`config.mk`:
```
export PLATFORM = sky130hd
export DESIGN_NAME = rr_arbiter_4
export DESIGN_NICKNAME = d
export VERILOG_FILES = /design/src/rtl/arb_pkg.sv /design/src/rtl/rr_pick_4.sv /design/src/rtl/rr_arbiter_4.sv
export SDC_FILE = /design/constraint.sdc
export NUM_CORES = 1
export LEC_CHECK = 0
export CORE_MARGIN = 8
export CORE_UTILIZATION = 45
export DETAILED_ROUTE_END_ITERATION = 12
export GPL_TIMING_DRIVEN = 0
export MAX_ROUTING_LAYER = met4
export PLACE_DENSITY = 0.74
export SLEW_MARGIN = 20
export SYNTH_ARGS = -nofsm -noshare
export SYNTH_HDL_FRONTEND = slang
export SYNTH_SLANG_ARGS = --single-unit
```
`constraint.sdc`:
```
create_clock -name clk -period 2.6 [get_ports clk]
set_clock_uncertainty 0.2 [all_clocks]
set_input_delay 0.52 -clock clk [delete_from_list [all_inputs] [get_ports clk]]
set_output_delay 0.52 -clock clk [all_outputs]
set_load 0.1 [all_outputs]
```
`src/rtl/arb_pkg.sv`:
```
// rtl/arb_pkg.sv - shared types and constants for the round-robin arbiter
package arb_pkg;

  typedef enum logic {
    IDLE  = 1'b0,
    GRANT = 1'b1
  } arb_state_t;

  localparam int ARB_N     = 4;
  localparam int ARB_IDX_W = 2;

  // Expand an owner index into its one-hot grant vector.
  function automatic logic [ARB_N-1:0] idx_to_onehot(input logic [ARB_IDX_W-1:0] idx);
    logic [ARB_N-1:0] one;
    one = {{(ARB_N-1){1'b0}}, 1'b1};
    return one << idx;
  endfunction

endpackage

```
`src/rtl/rr_pick_4.sv`:
```
// rtl/rr_pick_4.sv - rotated-priority first-one picker with encoded winner
module rr_pick_4
  import arb_pkg::*;
(
  input  logic [ARB_N-1:0]     req,
  input  logic [ARB_IDX_W-1:0] ptr,
  output logic                 any,
  output logic [ARB_IDX_W-1:0] idx
);

  // The client after the last owner sits at position 0 of the rotated view.
  logic [ARB_IDX_W-1:0] start;
  logic [2*ARB_N-1:0]   dbl;
  logic [ARB_N-1:0]     rot;

  assign start = ptr + 2'd1;
  assign dbl   = {req, req};
  assign rot   = dbl[start +: ARB_N];

  // Lowest set bit of the rotated vector wins; add the rotation back to get the client index.
  always_comb begin
    logic [ARB_IDX_W-1:0] off;
    off = '0;
    any = |rot;
    for (int k = ARB_N - 1; k >= 0; k--) begin
      if (rot[k]) begin
        off = ARB_IDX_W'(k);
      end
    end
    idx = any ? (start + off) : '0;
  end

endmodule

```
`src/rtl/rr_arbiter_4.sv`:
```
// rtl/rr_arbiter_4.sv - four-client round-robin arbiter with optional hold timeout
module rr_arbiter_4
  import arb_pkg::*;
#(
  parameter int MAX_HOLD = 16
) (
  input  logic                 clk,
  input  logic                 rst_n,
  input  logic [ARB_N-1:0]     req,
  output logic [ARB_N-1:0]     gnt,
  output logic [ARB_IDX_W-1:0] gnt_idx,
  output logic                 gnt_valid,
  output logic                 timeout
);

  // A zero MAX_HOLD still needs a one-bit counter so the logic stays well formed.
  localparam int HOLD_W = (MAX_HOLD < 1) ? 1 : $clog2(MAX_HOLD + 1);
  localparam logic [HOLD_W-1:0] HOLD_LIMIT = HOLD_W'(MAX_HOLD);
  localparam logic [HOLD_W-1:0] HOLD_SAT   = {HOLD_W{1'b1}};
  localparam logic [HOLD_W-1:0] HOLD_ONE   = HOLD_W'(1);

  arb_state_t           state_q, state_d;
  logic [ARB_IDX_W-1:0] ptr_q, ptr_d;
  logic [HOLD_W-1:0]    hold_q, hold_d;
  logic [ARB_N-1:0]     gnt_q, gnt_d;
  logic [ARB_IDX_W-1:0] idx_q, idx_d;
  logic                 timeout_q, timeout_d;

  logic                 pick_any;
  logic [ARB_IDX_W-1:0] pick_idx;

  rr_pick_4 u_pick (
    .req (req),
    .ptr (ptr_q),
    .any (pick_any),
    .idx (pick_idx)
  );

  // State, priority pointer, hold counter and output registers; ptr=3 makes client 0 first after reset.
  always_ff @(posedge clk or negedge rst_n) begin
    if (!rst_n) begin
      state_q   <= IDLE;
      ptr_q     <= 2'd3;
      hold_q    <= '0;
      gnt_q     <= '0;
      idx_q     <= '0;
      timeout_q <= 1'b0;
    end else begin
      state_q   <= state_d;
      ptr_q     <= ptr_d;
      hold_q    <= hold_d;
      gnt_q     <= gnt_d;
      idx_q     <= idx_d;
      timeout_q <= timeout_d;
    end
  end

  // Next-state logic: grant the picked client from IDLE, then hold, release, or force release on timeout.
  always_comb begin
    state_d   = state_q;
    ptr_d     = ptr_q;
    hold_d    = hold_q;
    gnt_d     = gnt_q;
    idx_d     = idx_q;
    timeout_d = 1'b0;
    case (state_q)
      IDLE: begin
        if (pick_any) begin
          state_d = GRANT;
          gnt_d   = idx_to_onehot(pick_idx);
          idx_d   = pick_idx;
          hold_d  = HOLD_ONE;
        end
      end
      GRANT: begin
        if (!req[idx_q] || ((MAX_HOLD != 0) && (hold_q == HOLD_LIMIT))) begin
          // Releasing owner becomes last in the search order.
          state_d   = IDLE;
          gnt_d     = '0;
          idx_d     = '0;
          ptr_d     = idx_q;
          hold_d    = '0;
          timeout_d = req[idx_q];
        end else if (hold_q != HOLD_SAT) begin
          hold_d = hold_q + HOLD_ONE;
        end
      end
      default: begin
        state_d = IDLE;
        gnt_d   = '0;
        idx_d   = '0;
        hold_d  = '0;
      end
    endcase
  end

  assign gnt       = gnt_q;
  assign gnt_idx   = idx_q;
  assign gnt_valid = |gnt_q;
  assign timeout   = timeout_q;

endmodule
```
Word level (Yosys, flattened, before mapping)
Cells that the tools add are included.

storage, ports and cells
  register bits after elaboration = 15
  logic and storage cells = 47

operators by class
  shift-type cells = 2
  mux-type cells = 22
  reductions and logical operators = 7
  add/sub/neg operators = 3
  $lt $le $gt $ge = 1
  equality and inequality tests = 5
  bitwise logic cells = 1

operators by type and width
  kind                                                                          number
  5-bit 2-to-1 mux                                                              3
  2-bit 2-to-1 mux                                                              7
  5-bit one-hot mux with 2 select lines                                         1
  4-bit 2-to-1 mux                                                              2
  4-bit one-hot mux with 2 select lines                                         1
  4-bit OR reduction                                                            2
  8-bit by 3-bit variable part select with 4-bit output                         1
  2-bit AND reduction                                                           3
  5-bit by 1-bit adder with 5-bit output, second input constant                 1
  5-bit equality test, second input constant                                    1
  1-bit 2-to-1 mux                                                              5
  5-bit != test, second input constant                                          1
  2-bit one-hot mux with 2 select lines                                         1
  1-bit by 2-bit left shift with 4-bit output, first input constant             1
  2-bit by 3-bit less-than comparator with 1-bit output, second input constant  1
  3-bit by 1-bit != test with 1-bit output, second input constant               1
  2-bit by 1-bit adder with 2-bit output, second input constant                 1
  2-bit adder                                                                   1
  1-bit binary-select mux with 2-bit select                                     1
  2-bit by 1-bit != test with 1-bit output, second input constant               1
  2-bit != test, second input constant                                          1
  1-bit one-hot mux with 2 select lines                                         1
  1-bit logical NOT                                                             1
  1-bit logical OR                                                              1
  1-bit inverter                                                                1

Depth between registers and ports, before layout
  depth after elaboration = 11
  depth in mapped cells = 10

Modules after synthesis
A second synthesis with hierarchy kept.

unflattened totals
  cell total of the unflattened synthesis = 98
  area total of the unflattened synthesis = 1,024.7 um^2

modules (own cells, without submodules)
  module        area an instance (um^2)  instances  sequential area each (um^2)  cells each
  rr_arbiter_4  795.8                    1          377.9                        67
  rr_pick_4     229.0                    1          0.0                          31

Worst setup path after synthesis
Ideal clock, no wire load.

  path kind = reg-to-output
  start = register gnt_q[1] (netlist: gnt[1])
  end = output port gnt_valid
  data required time = 1.880 ns
  path buffers = 0
  arrival = 1.816 ns
  cell stages (with the launch flop) = 2
  slack = 0.064 ns
  path through = dfrtp_1 > or4_1

between the ends
  word-level cells in the longest chain between the ends = 1

ends and longest elaborated chain
  item                    RTL line            text
  start, declared         rr_arbiter_4.sv:25  logic [ARB_N-1:0] gnt_q, gnt_d;
  start signal, assigned  rr_arbiter_4.sv:52  gnt_q <= gnt_d;
  4-bit OR reduction      rr_arbiter_4.sv:99  assign gnt_valid = |gnt_q;
  end, declared           rr_arbiter_4.sv:12  output logic gnt_valid,

No other way between the ends.

Worst setup path in the final report
  start = register gnt_q[2] (netlist: gnt[2])
  end = output port gnt[2]

RTL lines
  item           RTL line            text
  end, declared  rr_arbiter_4.sv:10  output logic [ARB_N-1:0] gnt,

No word-level cell between the ends.

==> run_results.csv <==
group,metric,value,unit
clocking,clock-sinks,15,
sta,fmax,0.394,GHz
power,ir_worst_vdd,603,uV
critical_path,worst-path-buf-inv,1,
detailed_routing,ant_nets,0,
sta,finalSetupViolations,0,
sta,fin_crit_sh,97.6,%
clocking,cts_root_buf,"clkbuf_4",
detailed_routing,first_iter_violations,25,
clocking,numCtsBuffers,3,
detailed_routing,num_vias,747,
grt,grt_max_degree,16,
grt,grt_overflow,0,
sta,hold_viol,0,
grt,grt_pass1_vias,729,
die,die_area,3790,um^2
critical_path,cp-start-kind,"flip-flop",
synth,synth.distinct_cells,37,
synth,synth-xor-area-share,4.56,%
cells_and_area,layout.nets,122,
clocking,cts_tree,"yes",
synth,synth_edf_count,0,
die,die_w,61.5,um
grt,grtUsageTotal,12.1,%
synth,synth_area_per_cell,9.72,um^2
placed_design,place_area,1080,um^2
detailed_routing,remaining_drc_errors,0,
critical_path,arrival,1.82,ns
power,pwr-share-seq,28.4,%
cells_and_area,drive_gt1_share,18.9,%
placed_design,hpwl,1530,um
placed_design,place.gp.congestion,0.748,
placed_design,pre_cts_ws,-0.497,ns
hold_path,hold_path.class,"reg2reg",
detailed_routing,wire_per_inst,14.3,um
critical_path,cp.depth,1,
synth,synthesis.area,933,um^2
synth,synth-main-ff-cell,"dfrtp_1",
clocking,htree_levels,1,
flow_run,cap_viol_max_count,0,
synth,synthCells,96,
synth,synth_fa_ha_area_share,5.36,%
sta,grt_setup_unrepaired,"false",
detailed_routing,firstDrtPassIters,4,
synth,synth-compound-area-share,17.6,%
power,p_switching,717,uW
clocking,clkLatencyLatePin,0.29,ns
power,power.leakage,0.000498,uW
detailed_routing,routed_wl,1970,um
sta,worst_slack,0.0615,ns
critical_path,worst_path_max_delay_cell,"clkdlybuf4s50_1",
critical_path,reg2reg_depth,8,
power,p_clk_share,9.7,%
critical_path,crit_type,"reg2out",
sta,maxSlewViolCount,0,
critical_path,cpPeakStageDelay,1.14,ns
hold_path,min_path_cells,2,
synth,synthSimpleGateAreaFrac,22.0,%
die,die_h,61.5,um
synth,synth_top_family_by_area,"simple AND/OR/NAND/NOR gates",
critical_path,critPathMaxFanout,3,
cells_and_area,utilization,55.7,%
synth,ys_ff_latch,15,
cells_and_area,final_cell_mix,"nand2_1, dfrtp_1, nor2_1",
critical_path,critPathRequiredTime,1.88,ns
detailed_routing,vias_per_cell,5.41,
cells_and_area,syn_to_final_growth,17.0,%
cells_and_area,antennaDiodeCount,0,
power,power_density,1250,nW/um^2
sta,period_needed,2.54,ns
die,initial_core_util,47.6,%
grt,grt_first_pass_wirelength,3290,um
status,outcome,"finished, final reports clean",
synth,syn_nets,106,
cells_and_area,final_cell_area,1090,um^2
die,num_io_pins,14,
clocking,clk_path_buf_depth,2,
placed_design,io_buffers,11,
critical_path,path_cells,"clkdlybuf4s50_1",
grt,antenna_found_initial,0,
power,power.internal,646,uW
synth,synth-seq-area-share,40.5,%
grt,use_met1,12.1,%
critical_path,cp_top_family,"buffers and inverters",
synth,synthMuxAreaShare,3.62,%
grt,met3_usage,3.76,%
critical_path,worstSetupEndpointType,"output port",
grt,busiest_layer,"met2",
synth,yosys_warnings,0,
power,combinationalPowerShare,61.9,%
sta,relSlewSlack,35.0,%
power,p_sw_share,52.6,%
die,row_count,16,
clocking,path_clk_slew,0.09,ns
grt,grtUsageMet2,20.8,%
sta,worstMarginPinSlew,0.972,ns
synth,synthArstFlopShare,100,%
die,core-area,1960,um^2
[state kept, by name, summed over array words and instances, names as in the netlist]
register / count
state_q: 1
gnt_idx: 2
gnt: 4
hold_q: 5
ptr_q: 2
timeout: 1
[cells by family after synthesis]
family / Yosys count
adders and majority gates: 4
muxes: 2
AOI/OAI and AO/OA: 22
xor gates and xnor gates: 4
buffers and inverters: 10
DFF: 15
and+or+nand+nor: 39
[per-layer routing]
metal / wire (um) / up-vias
met1: 833 / 356
met3: 100 / 5
li1: - / 375
met4: 36 / 0
met2: 1000 / 11
met5: 0 / -
[power by group through the flow]
stage	logic, uW	registers, uW	clock network [uW]
floorplan	494	575	0
global placement	846	386	0
detailed placement	866	390	0
CTS	853	387	139
global route	909	397	149
finish	844	387	132
[worst reg2reg max path, delay by kind of cell, from the launching register on]
family          cells  cell delay (ns)
compound gates      1             0.28
xor+xnor            3             0.47
fa+ha+maj           1             0.15
buf+inv             1             0.13
flops               1             0.37
simple gates        2             0.77
[repair_timing]
action | 4_1_cts | 5_1_grt
hold buffers | 0 | 0
setup endpoints to repair | 8 | 6
buffers inserted | 0 | 0
resized for setup | 5 | 5
[area by class of cell]
| class | count | area (um^2) |
|---|---|---|
| Inverter | 7 | 26.3 |
| Timing Repair Buffer | 11 | 97.6 |
| Multi-Input combinational cell | 71 | 495 |
| Tap cell | 27 | 33.8 |
| Buffer | 3 | 33.8 |
| Clock buffer | 3 | 22.5 |
| Sequential cell | 15 | 378 |
| Fill cell | 192 | 870 |
| Clock inverter | 1 | 5.00 |
[final timing paths]
check	start	endpoint	slack, ns
worst max-delay path	gnt[2]$_DFFE_PN0P_	gnt[2]	0.06
min in group asynchronous	rst_n	hold_q[2]$_DFFE_PN0P_	0.43
worst min register to register	gnt[1]$_DFFE_PN0P_	gnt[1]$_DFFE_PN0P_	0.32
worst max register to register	ptr_q[0]$_DFFE_PN1P_	gnt[3]$_DFFE_PN0P_	0.13
worst min-delay path	gnt[1]$_DFFE_PN0P_	gnt[1]$_DFFE_PN0P_	0.32
max in group asynchronous	rst_n	timeout$_DFF_PN0_	1.34
[synth_stat cells, types with 2 or more instances]
library cell / number / area share (%)
a22o_1: 3 / 2.8
o21ai_0: 5 / 2.7
xnor2_1: 3 / 2.8
nand2_1: 13 / 5.2
inv_1: 6 / 2.4
dfrtp_1: 13 / 35
dfstp_2: 2 / 5.6
buf_6: 3 / 3.6
nor2_1: 10 / 4.0
or4_1: 2 / 1.6
o32ai_1: 2 / 1.9
nand3_1: 4 / 2.1
or2_1: 2 / 1.3
ha_1: 4 / 5.4
a21oi_1: 2 / 1.1
[through the flow]
stage	power [uW]	setup TNS, ns	hold slack (ns)	cells
4_1_cts	1380	0	0.328	138
6_report	1360	0	0.324	138
5_1_grt	1450	0	0.353	138
3_5_place_dp	1260	-2.35	0.308	134
3_3_place_gp	1230	-2.06	0.294	134
2_1_floorplan	1070	0	0.0244	96
Power figures use the tool's default switching activity.
